**src/rtl/mem_access_pkg.sv**
```systemverilog
// Shared definitions for the memory access unit: size encodings, FSM state
// type, request payload and the default memory depth.
package mem_access_pkg;

  localparam int unsigned MEM_WORDS_DEFAULT = 32;
  localparam int unsigned DATA_W            = 32;
  localparam int unsigned ADDR_W            = 32;

  localparam logic [1:0] SZ_BYTE    = 2'b00;
  localparam logic [1:0] SZ_HALF    = 2'b01;
  localparam logic [1:0] SZ_WORD    = 2'b10;
  localparam logic [1:0] SZ_ILLEGAL = 2'b11;

  typedef enum logic [2:0] {
    ST_IDLE,
    ST_READ,
    ST_LATCH,
    ST_WRITE,
    ST_RESP
  } state_e;

  // Request fields captured at acceptance.
  typedef struct packed {
    logic              write;
    logic [1:0]        size;
    logic              is_signed;
    logic [ADDR_W-1:0] addr;
    logic [DATA_W-1:0] wdata;
  } req_t;

  // Size/alignment part of the error check (range is checked by the caller).
  function automatic logic access_illegal(input logic [1:0] size,
                                          input logic [1:0] addr_lo);
    case (size)
      SZ_HALF:    return addr_lo[0];
      SZ_WORD:    return addr_lo != 2'b00;
      SZ_ILLEGAL: return 1'b1;
      default:    return 1'b0;
    endcase
  endfunction

endpackage

```
**src/rtl/mem_access_unit_if.sv**
```systemverilog
// CPU-side request/response bus of the memory access unit.
//   master : CPU (drives request fields and resp_ready)
//   slave  : mem_access_unit (drives req_ready and response fields)
interface mem_access_unit_if;
  import mem_access_pkg::*;

  logic              req_valid;
  logic              req_ready;
  logic              req_write;
  logic [1:0]        req_size;
  logic              req_signed;
  logic [ADDR_W-1:0] req_addr;
  logic [DATA_W-1:0] req_wdata;
  logic              resp_valid;
  logic              resp_ready;
  logic [DATA_W-1:0] resp_rdata;
  logic              resp_err;

  modport master (
    output req_valid, req_write, req_size, req_signed, req_addr, req_wdata,
           resp_ready,
    input  req_ready, resp_valid, resp_rdata, resp_err
  );

  modport slave (
    input  req_valid, req_write, req_size, req_signed, req_addr, req_wdata,
           resp_ready,
    output req_ready, resp_valid, resp_rdata, resp_err
  );

endinterface

```
**src/rtl/mem_access_unit_lane.sv**
```systemverilog
// mem_lane_align: combinational lane handling for sub-word accesses.
//   mem_word     : word read from memory
//   addr_lo      : byte offset inside the word
//   size         : access size encoding
//   is_signed    : sign-extend sub-word loads
//   store_data   : store payload (byte in [7:0], half in [15:0])
//   load_data_c  : extracted/extended load result
//   merge_data_c : word to write back (store lane merged into mem_word)
module mem_lane_align
  import mem_access_pkg::*;
(
  input  logic [DATA_W-1:0] mem_word,
  input  logic [1:0]        addr_lo,
  input  logic [1:0]        size,
  input  logic              is_signed,
  input  logic [DATA_W-1:0] store_data,
  output logic [DATA_W-1:0] load_data_c,
  output logic [DATA_W-1:0] merge_data_c
);

  logic [4:0]  byte_shift;
  logic [4:0]  half_shift;
  logic [7:0]  byte_lane;
  logic [15:0] half_lane;

  // Word accesses pass straight through; sub-word accesses select a lane.
  always_comb begin
    byte_shift   = {addr_lo, 3'b000};
    half_shift   = {addr_lo[1], 4'b0000};
    byte_lane    = mem_word[byte_shift +: 8];
    half_lane    = mem_word[half_shift +: 16];
    load_data_c  = mem_word;
    merge_data_c = store_data;
    case (size)
      SZ_BYTE: begin
        load_data_c  = {{24{is_signed & byte_lane[7]}}, byte_lane};
        merge_data_c = mem_word;
        merge_data_c[byte_shift +: 8] = store_data[7:0];
      end
      SZ_HALF: begin
        load_data_c  = {{16{is_signed & half_lane[15]}}, half_lane};
        merge_data_c = mem_word;
        merge_data_c[half_shift +: 16] = store_data[15:0];
      end
      default: ;
    endcase
  end

endmodule

```
**src/rtl/mem_access_unit.sv**
```systemverilog
// mem_access_unit: sequences CPU loads/stores onto a word-wide data memory,
// doing lane extraction for sub-word loads and read-modify-write for
// sub-word stores.
//   clock, reset   : rising-edge clock, synchronous active-high reset
//   cpu            : request/response bus (slave side)
//   mem_read       : memory read strobe (data returns on mem_result next cycle)
//   mem_write      : memory write strobe
//   mem_address    : word index, 0 when no strobe
//   mem_write_data : word to write, 0 when not writing
//   mem_result     : memory read data
module mem_access_unit
  import mem_access_pkg::*;
#(
  parameter int unsigned MEM_WORDS = MEM_WORDS_DEFAULT
) (
  input  logic              clock,
  input  logic              reset,
  mem_access_unit_if.slave  cpu,
  output logic              mem_read,
  output logic              mem_write,
  output logic [ADDR_W-1:0] mem_address,
  output logic [DATA_W-1:0] mem_write_data,
  input  logic [DATA_W-1:0] mem_result
);

  localparam logic [ADDR_W-1:0] ADDR_LIMIT = ADDR_W'(4 * MEM_WORDS);

  state_e            state_q, state_d;
  req_t              req_q, req_d;
  req_t              req_in;
  logic              in_err;
  logic              req_ready_q, req_ready_d;
  logic              resp_valid_q, resp_valid_d;
  logic              resp_err_q, resp_err_d;
  logic [DATA_W-1:0] resp_rdata_q, resp_rdata_d;
  logic              mem_read_q, mem_read_d;
  logic              mem_write_q, mem_write_d;
  logic [ADDR_W-1:0] mem_address_q, mem_address_d;
  logic [DATA_W-1:0] mem_write_data_q, mem_write_data_d;
  logic [DATA_W-1:0] load_data_c;
  logic [DATA_W-1:0] merge_data_c;

  mem_lane_align u_lane (
    .mem_word     (mem_result),
    .addr_lo      (req_q.addr[1:0]),
    .size         (req_q.size),
    .is_signed    (req_q.is_signed),
    .store_data   (req_q.wdata),
    .load_data_c  (load_data_c),
    .merge_data_c (merge_data_c)
  );

  // State and all registered outputs.
  always_ff @(posedge clock) begin
    if (reset) begin
      state_q          <= ST_IDLE;
      req_q            <= '0;
      req_ready_q      <= 1'b1;
      resp_valid_q     <= 1'b0;
      resp_err_q       <= 1'b0;
      resp_rdata_q     <= '0;
      mem_read_q       <= 1'b0;
      mem_write_q      <= 1'b0;
      mem_address_q    <= '0;
      mem_write_data_q <= '0;
    end else begin
      state_q          <= state_d;
      req_q            <= req_d;
      req_ready_q      <= req_ready_d;
      resp_valid_q     <= resp_valid_d;
      resp_err_q       <= resp_err_d;
      resp_rdata_q     <= resp_rdata_d;
      mem_read_q       <= mem_read_d;
      mem_write_q      <= mem_write_d;
      mem_address_q    <= mem_address_d;
      mem_write_data_q <= mem_write_data_d;
    end
  end

  // Next state plus next values of every output; outputs are computed for
  // the state being entered so they line up with it after the edge.
  always_comb begin
    req_in.write     = cpu.req_write;
    req_in.size      = cpu.req_size;
    req_in.is_signed = cpu.req_signed;
    req_in.addr      = cpu.req_addr;
    req_in.wdata     = cpu.req_wdata;
    in_err = access_illegal(cpu.req_size, cpu.req_addr[1:0]) ||
             (cpu.req_addr >= ADDR_LIMIT);

    state_d          = state_q;
    req_d            = req_q;
    resp_valid_d     = 1'b0;
    resp_err_d       = 1'b0;
    resp_rdata_d     = '0;
    mem_read_d       = 1'b0;
    mem_write_d      = 1'b0;
    mem_address_d    = '0;
    mem_write_data_d = '0;

    case (state_q)
      ST_IDLE: begin
        if (cpu.req_valid && req_ready_q) begin
          req_d = req_in;
          if (in_err) begin
            state_d      = ST_RESP;
            resp_valid_d = 1'b1;
            resp_err_d   = 1'b1;
          end else if (cpu.req_write && (cpu.req_size == SZ_WORD)) begin
            state_d          = ST_WRITE;
            mem_write_d      = 1'b1;
            mem_address_d    = {2'b00, cpu.req_addr[ADDR_W-1:2]};
            mem_write_data_d = cpu.req_wdata;
          end else begin
            // Loads and sub-word stores both start by reading the word.
            state_d       = ST_READ;
            mem_read_d    = 1'b1;
            mem_address_d = {2'b00, cpu.req_addr[ADDR_W-1:2]};
          end
        end
      end
      ST_READ: begin
        state_d = ST_LATCH;
      end
      ST_LATCH: begin
        if (req_q.write) begin
          state_d          = ST_WRITE;
          mem_write_d      = 1'b1;
          mem_address_d    = {2'b00, req_q.addr[ADDR_W-1:2]};
          mem_write_data_d = merge_data_c;
        end else begin
          state_d      = ST_RESP;
          resp_valid_d = 1'b1;
          resp_rdata_d = load_data_c;
        end
      end
      ST_WRITE: begin
        state_d      = ST_RESP;
        resp_valid_d = 1'b1;
      end
      ST_RESP: begin
        if (cpu.resp_ready) begin
          state_d = ST_IDLE;
        end else begin
          resp_valid_d = 1'b1;
          resp_err_d   = resp_err_q;
          resp_rdata_d = resp_rdata_q;
        end
      end
      default: begin
        state_d = ST_IDLE;
      end
    endcase

    req_ready_d = (state_d == ST_IDLE);
  end

  assign cpu.req_ready   = req_ready_q;
  assign cpu.resp_valid  = resp_valid_q;
  assign cpu.resp_err    = resp_err_q;
  assign cpu.resp_rdata  = resp_rdata_q;
  assign mem_read        = mem_read_q;
  assign mem_write       = mem_write_q;
  assign mem_address     = mem_address_q;
  assign mem_write_data  = mem_write_data_q;

endmodule

```
**src/flat_wrapper.sv**
```systemverilog
// flat-port wrapper written by rule: the top's interface ports become plain ports
module mem_access_unit_flat import mem_access_pkg::*;
#(
  parameter int unsigned MEM_WORDS = MEM_WORDS_DEFAULT
)
  (clock, reset, mem_read, mem_write, mem_address, mem_write_data, mem_result, cpu_req_valid, cpu_req_write, cpu_req_size, cpu_req_signed, cpu_req_addr, cpu_req_wdata, cpu_resp_ready, cpu_req_ready, cpu_resp_valid, cpu_resp_rdata, cpu_resp_err);
  mem_access_unit_if cpu_i ();
  input  logic clock;
  input  logic reset;
  output logic mem_read;
  output logic mem_write;
  output logic [ADDR_W-1:0] mem_address;
  output logic [DATA_W-1:0] mem_write_data;
  input  logic [DATA_W-1:0] mem_result;
  input wire logic [$bits(cpu_i.req_valid)-1:0] cpu_req_valid;
  input wire logic [$bits(cpu_i.req_write)-1:0] cpu_req_write;
  input wire logic [$bits(cpu_i.req_size)-1:0] cpu_req_size;
  input wire logic [$bits(cpu_i.req_signed)-1:0] cpu_req_signed;
  input wire logic [$bits(cpu_i.req_addr)-1:0] cpu_req_addr;
  input wire logic [$bits(cpu_i.req_wdata)-1:0] cpu_req_wdata;
  input wire logic [$bits(cpu_i.resp_ready)-1:0] cpu_resp_ready;
  output wire logic [$bits(cpu_i.req_ready)-1:0] cpu_req_ready;
  output wire logic [$bits(cpu_i.resp_valid)-1:0] cpu_resp_valid;
  output wire logic [$bits(cpu_i.resp_rdata)-1:0] cpu_resp_rdata;
  output wire logic [$bits(cpu_i.resp_err)-1:0] cpu_resp_err;
  assign cpu_i.req_valid = cpu_req_valid;
  assign cpu_i.req_write = cpu_req_write;
  assign cpu_i.req_size = cpu_req_size;
  assign cpu_i.req_signed = cpu_req_signed;
  assign cpu_i.req_addr = cpu_req_addr;
  assign cpu_i.req_wdata = cpu_req_wdata;
  assign cpu_i.resp_ready = cpu_resp_ready;
  assign cpu_req_ready = cpu_i.req_ready;
  assign cpu_resp_valid = cpu_i.resp_valid;
  assign cpu_resp_rdata = cpu_i.resp_rdata;
  assign cpu_resp_err = cpu_i.resp_err;
  mem_access_unit #(.MEM_WORDS(MEM_WORDS)) u_core (.clock(clock), .reset(reset), .cpu(cpu_i), .mem_read(mem_read), .mem_write(mem_write), .mem_address(mem_address), .mem_write_data(mem_write_data), .mem_result(mem_result));
endmodule
```
**config.mk**
```make
export PLATFORM = sky130hd
export DESIGN_NAME = mem_access_unit_flat
export DESIGN_NICKNAME = d
export VERILOG_FILES = /design/src/rtl/mem_access_pkg.sv /design/src/rtl/mem_access_unit_if.sv /design/src/rtl/mem_access_unit_lane.sv /design/src/rtl/mem_access_unit.sv /design/src/flat_wrapper.sv
export SDC_FILE = /design/constraint.sdc
export NUM_CORES = 1
export LEC_CHECK = 0
export CAP_MARGIN = 10
export CORE_MARGIN = 2
export CORE_UTILIZATION = 45
export CTS_CLUSTER_DIAMETER = 40
export DETAILED_ROUTE_END_ITERATION = 8
export DONT_BUFFER_PORTS = 1
export PLACE_DENSITY_LB_ADDON = 0.25
export SETUP_SLACK_MARGIN = 0.3
export SYNTH_ARGS = -nofsm -noshare
export SYNTH_HDL_FRONTEND = slang
export SYNTH_SLANG_ARGS = --single-unit
```
**constraint.sdc**
```tcl
create_clock -name clock -period 3.05 [get_ports clock]
set_input_delay 0.7625 -clock clock [delete_from_list [all_inputs] [get_ports clock]]
set_output_delay 0.7625 -clock clock [all_outputs]
set_load 0.03 [all_outputs]
```
==> summary.md, run 1 <==
| Metric | Value |
|---|---|
| Status | finished clean |
| Avg Inst Size Synth | 9.132 µm² |
| Max Slew Vio Count | 0 |
| Core area | 15,940 µm² |
| FF+latch area | 3405 µm² |
| Main synth FF type | dfxtp_1 |
| Yosys warns | 0 |
| Slew headroom | 37.66% |
| PnR worst setup slack | 782.4 ps |
| Half-perimeter wire length after placement | 16,080 µm |
| Post-Layout Cell Count | 1,002 |
| Most frequent cells after synthesis | dfxtp_1 (170), nand2_1 (161), a21oi_1 (79) |
| CP Capture Type | flop |
| Post-Route Skew | 10.77 ps |
| FFs w/ async S/R, synth | 0% |
| # Post-CTS Setup Buffers | 0 |
| Final global-route overflow total | 0 |
| CTS Sinks | 170 |
| Drt wl/cell | 22.19 µm |
| FMAX | 0.4410 GHz |
| WP data required | 3390 ps |
| Top post-synthesis cells by area | dfxtp_1 (46%), nand2_1 (8.2%), a21oi_1 (5.4%), a22o_1 (4.5%), mux2_1 (2.4%) |
| Initial antenna violation count | 0 |
| Clock Path Buffers | 2 |
| RSZ-0062 raised after global routing | false |
| Vias | 6,244 |
| CTS H-tree lvls | 4 |
| Fin Setup TNS | 0 ps |
| Final setup fails | 0 |
| Pre-CTS setup slack | 409.3 ps |
| Cts repair resizes | 0 |
| DRT Pass-1 Iters | 8 |
| CP Class | reg -> reg |
| Syn Std Cell Area | 7378 µm² |
| Top-area cell type share of the netlist area | 46.13% |
| Distinct cells, synth | 58 |
| Peak VDD IR | 0.0004235 V |
| Number of flops mapped to enable cells by yosys | 0 |
| Fin crit share | 74.35% |
| Slew of the pin with the lowest slew margin | 927.9 ps |
| Antenna Nets Post-Route | 0 |
| CTS tree | yes |
| Routed wire length | 22,230 µm |
| Max_cap viols | 0 |
| DRC | 0 |
| Hold Crit Class | in -> reg |
| Inst Count DP | 969 |
| Nets | 882 |
| Seq/Total Area, Yosys | 46.13% |
| Die area | 17,440 µm² |
| Row count | 46 |
| Util after Layout | 50.82% |
| Total CTS buffers | 17 |
| Final min period | 2268 ps |
| Final hold vios | 0 |
| #FFs+latches synth | 170 |
| First-pass GRT wire length | 34,920 µm |
| Clk_lat worst skew | 430 ps |
| Final GP Congestion | 0.9355 |
| Iter 0 DRT Violations | 596 |
| Vias in the first global route | 6,087 |
| Post-route cell area | 8103 µm² |
| Die X | 132.0 µm |
| Flop-to-flop setup slack | 780 ps |
| GRT Total Usage | 25.57% |
| Pleak | 0.002869 µW |
| Mapped Cells | 808 |
| Clock transition at path regs | 70 ps |
| Worst Path Max Fanout | 40 |
| Largest net degree at the start of global routing | 88 |
| Initial Utilization | 46.28% |
| CTS Hold Buffers Added | 0 |
| Port Buffer Count | 0 |
| Worst EP arrival | 2610 ps |
| PwrDens | 626.8 nW/µm² |
| Area grow syn2layout | 9.819% |
| Area occupied by multi-input gates | 3660 µm² |
| Critical path startpoint category | flop |
| Layout fillers | 1,507 |
| Layout cell share with drive strength beyond 1 | 9.542% |
| Post-DP Area | 7471 µm² |
| Cell type with the largest total area after synthesis | dfxtp_1 |
| Most frequent cell after synthesis | dfxtp_1 |
| Vias per Instance | 6.232 |
| Antenna diodes | 0 |
| Root Buffer | clkbuf_16 |
| Die Ht | 132.0 µm |
| # IOs | 205 |
sequential cells by signal (all words and copies together) (netlist names):
name	cells
u_core.mem_address	30
u_core.mem_read	1
u_core.state_q	3
u_core.cpu.resp_err	1
u_core.mem_write_data	32
u_core.mem_write	1
u_core.cpu.resp_valid	1
u_core.cpu.req_ready	1
u_core.cpu.resp_rdata	32
u_core.req_q	68
through the flow:
step,hold slack (ps),power [µW]
3_5_place_dp,436.1,2910
5_1_grt,372.2,5301
6_report,394.7,5079
4_1_cts,372.7,5120
2_1_floorplan,425.6,2807
3_3_place_gp,431.9,2895
kinds of logic (layout without fill, tap and decap cells):
kind of cell	after synthesis	count (layout)	share of synthesized area (%)
and+or+nand+nor	282	282	18.55
AOI/OAI and AO/OA	241	241	23.71
DFF	170	170	46.13
buffers and inverters	76	53	4.494
muxes	33	33	6.223
adders and majority gates	5	5	0.8479
other	1	2	0.05082
area by class of cell:
type                       instances  area share, %
clock buffer                      17          5.250
inverter                           7         0.3243
tap                              216          3.335
clock inverter                    15          2.486
sequential                       170          42.02
multi-input combinational        563          45.17
timing repair buffer              14          1.421
power breakdown:
group	total (µW)	internal (µW)	switching, µW
Clock	2210	1190	1020
Sequential	2360	2290	75.5
Combinational	506	210	296
critical path: stages (launching register included):
cell	delay, ps
dfxtp_1	340
buf_4	450
ha_1	260
nor4bb_1	450
clkbuf_2	270
a22o_1	150
a222oi_1	70
o2bb2ai_1	180
layer usage:
| layer | vias up | routed length (µm) | track usage (%) |
|---|---|---|---|
| met1 | 3022 | 8616 | 31.02 |
| met3 | 47 | 2622 | 10.53 |
| met2 | 306 | 10270 | 39.67 |
| met4 | 0 | 726 | 11.71 |
| met5 | - | 0 | 0 |
| li1 | 2869 | - | - |
final timing paths:
check | startpoint | end | cells after the start
worst max-delay path | u_core.req_q[33] | u_core.mem_write_data[20] | 7
worst min-delay path | reset | u_core.req_q[67] | 1
worst max register to register | u_core.req_q[33] | u_core.mem_write_data[20] | 7
worst min register to register | u_core.req_q[36] | u_core.mem_address[2] | 2
layout by cell type (no fill, tap or decap), drive strengths merged, types with 5 or more instances in the layout:
| cell | n |
|---|---|
| a2111o | 8 |
| a21oi | 79 |
| a221oi | 7 |
| a222oi | 16 |
| a22o | 38 |
| a22oi | 16 |
| a32o | 16 |
| and2 | 26 |
| buf | 13 |
| clkbuf | 18 |
| clkinv | 8 |
| dfxtp | 170 |
| ha | 5 |
| inv | 13 |
| mux2 | 23 |
| mux4 | 8 |
| nand2 | 161 |
| nand2b | 18 |
| nand3 | 16 |
| nor2 | 24 |
| nor2b | 6 |
| nor3 | 6 |
| nor4 | 8 |
| o211ai | 8 |
| o21ai | 18 |
| o22ai | 10 |
| o2bb2ai | 17 |
(Power assumes the default switching activity.)
==> run 2, diff against run 1 <==
==> constraint.sdc (replaced) <==
create_clock -name clock -period 1.9 [get_ports clock]
set_input_delay 0.475 -clock clock [delete_from_list [all_inputs] [get_ports clock]]
set_output_delay 0.475 -clock clock [all_outputs]
set_load 0.03 [all_outputs]
==> summary.md, run 2 (same netlist as run 1, synthesis figures left out) <==
| Metric | Value |
|---|---|
| Status | finished clean |
| CTS tree | yes |
| CP Capture Type | flop |
| Largest net degree at the start of global routing | 88 (unchanged) |
| Bufs and invs on worst path | 2 (unchanged) |
| Layout fillers | 1,307 (-13%) |
| FMAX | 0.5544 GHz (+26%) |
| Root Buffer | clkbuf_16 |
| WP data required | 2280 ps (-1110 ps) |
| Half-perimeter wire length after placement | 17,520 µm (+9.0%) |
| Critical path's largest stage delay | 390 ps (-60 ps) |
| Util after Layout | 61.15% (+10 points) |
| Fin crit share | 94.94% (+21 points) |
| Most frequent cells in the layout | dfxtp_1 (162), nand2_1 (121), buf_4 (44) |
| CP Class | reg -> reg |
| RSZ-0062 raised after global routing | true |
| Top Family by Delay on Critical Path | simple AND/OR/NAND/NOR gates |
| CTS H-tree lvls | 4 (unchanged) |
| Hold Crit Class | in -> reg |
| Pwr Total | 8758 µW (+72%) |
| Met1 usage | 36.11% (+5.1 points) |
| Slew headroom | 50.37% (+13 points) |
| Vias in the first global route | 6,288 (+3.3%) |
| Vias per Instance | 6.431 (+3.2%) |
| Max_cap viols | 0 (unchanged) |
| Worst setup path start | u_core.req_q[33] |
| Clock transition at path regs | 70 ps (about the same) |
| Final global-route overflow total | 0 (unchanged) |
| Die X | 132.0 µm (unchanged) |
| Total CTS buffers | 17 (unchanged) |
| Antenna diodes | 0 (unchanged) |
| Final GP Congestion | 0.9709 (+3.8%) |
| Clk_lat worst skew | 440 ps (about the same) |
| First-pass GRT wire length | 38,390 µm (+9.9%) |
| Drt wl/cell | 26.24 µm (+18%) |
| Antenna Nets Post-Route | 0 (unchanged) |
| Post-Layout Cell Count | 1,071 (+6.9%) |
| Clock share of power | 40.4% (-3.1 points) |
| CTS Sinks | 170 (unchanged) |
| Switching share of power | 29.76% (+2.3 points) |
| Met2 global-route usage | 46.06% (+6.4 points) |
| Post-DP Area | 7915 µm² (+5.9%) |
| Hold_sp | reset |
| DRT Pass-1 Iters | 7 (-1) |
| Die area | 17,440 µm² (unchanged) |
| Clock Path Buffers | 2 (unchanged) |
| Largest register FFs | 68 (unchanged) |
| Vias | 6,888 (+10%) |
| Global-route met3 utilization | 9.189% (-1.3 points) |
| Switch Pwr | 2607 µW (+87%) |
| Worst EP arrival | 2180 ps (-430 ps) |
| Core area | 15,940 µm² (unchanged) |
| # IOs | 205 (unchanged) |
| Iter 0 DRT Violations | 860 (+44%) |
| GRT Total Usage | 28.69% (+3.1 points) |
| Final setup fails | 0 (unchanged) |
| Crit path capture | u_core.mem_write_data[10] |
| Area grow syn2layout | 32.13% |
| Worst Path Max Fanout | 16 (-60%) |
| Routed wire length | 28,110 µm (+26%) |
| Int Power | 6152 µW (+67%) |
| Post-Route Skew | 10.94 ps (+0.1755 ps) |
| Peak VDD IR | 0.0006771 V (+60%) |
| Nets | 951 (+7.8%) |
| Max Slew Vio Count | 0 (unchanged) |
| Post-route cell area | 9749 µm² (+20%) |
| Most common cell after layout, fill and taps aside | dfxtp_1 |
| DRC | 0 (unchanged) |
| Critical path's slowest cell | dfxtp_4 |
| PwrDens | 898.3 nW/µm² (+43%) |
| Most used routing layer | met2 |
| Layout cell share with drive strength beyond 1 | 31.58% (+22 points) |
| Pleak | 0.003625 µW (+26%) |
| CTS Hold Buffers Added | 0 (unchanged) |
| Start of the worst register-to-register path | u_core.req_q[33] |
| Seq pwr share | 43.4% (-3.1 points) |
| Initial Utilization | 46.28% (unchanged) |
| Initial antenna violation count | 0 (unchanged) |
| Critical path startpoint category | flop |
| Critical Path Stages | 7 (unchanged) |
| Most flops, register | u_core.req_q |
| Combinational power share | 16.2% (+6.2 points) |
| Crit Reg-Reg Endpoint | u_core.mem_write_data[10] |
| Inst Count DP | 1,004 (+3.6%) |
| Final min period | 1804 ps (-463.8 ps) |
| Pre-CTS setup slack | -207.5 ps (-616.8 ps) |
| Crit path cell chain | inv_6 -> buf_4 -> ha_1 -> and4b_2 -> nand3_1 -> o211ai_1 -> a22o_1 |
| Flop-to-flop setup slack | 100 ps (-690 ps) |
| Row count | 46 (unchanged) |
| Slew of the pin with the lowest slew margin | 743.7 ps (-184.3 ps) |
| Die Ht | 132.0 µm (unchanged) |
| Worst r2r path cells | 7 (unchanged) |
| Final hold vios | 0 (unchanged) |
| Port Buffer Count | 0 (unchanged) |
| PnR worst setup slack | 96.20 ps (-686.2 ps) |
==> run 2: worst min-delay path by stage <==
stage,end,slack [ps],depth (start not counted)
after detailed placement,u_core.req_q[58],440,2
after floorplan,u_core.mem_address[0],430,2
after global routing,u_core.req_q[67],70,1
after CTS,u_core.req_q[67],90,1
final,u_core.req_q[67],80,1
after global placement,u_core.req_q[41],430,2
==> run 2: layout make-up <==
type | instances | area (µm²) | area share (%)
timing repair buffer | 83 | 1016 | 10.42
clock buffer | 17 | 425.4 | 4.363
clock inverter | 15 | 190.2 | 1.951
sequential | 170 | 3418 | 35.06
tap | 216 | 270.3 | 2.772
inverter | 7 | 37.54 | 0.3850
multi-input combinational | 563 | 4392 | 45.05
==> run 2: stage by stage <==
stage,TNS (ps),hold slack [ps]
after floorplan,-785.8,425.7
after global placement,-9598,430.8
after detailed placement,-6969,435.7
after CTS,0,89.23
after global routing,0,67.42
final,0,84.44
==> run 2: repair_timing <==
| item | 4_1_cts | 5_1_grt |
|---|---|---|
| pin swaps | 11 | 90 |
| gates resized for setup | 39 | 153 |
| gates cloned | 3 | 10 |
| endpoints found under the setup margin | 133 | 142 |
| buffers inserted | 6 | 16 |
==> run 2: power groups by stage <==
stage	clock network (µW)	registers (µW)	logic [µW]
final	3540	3800	1420
after global routing	3710	3800	1490
after CTS	3560	3790	1060
after detailed placement	0	3870	963
after global placement	0	3860	937
after floorplan	0	3820	745
==> run 2: metal layers <==
metal	routed length, µm	up-vias
met4	887	0
li1	-	3018
met1	11400	3403
met3	2845	75
met2	12980	392
met5	0	-
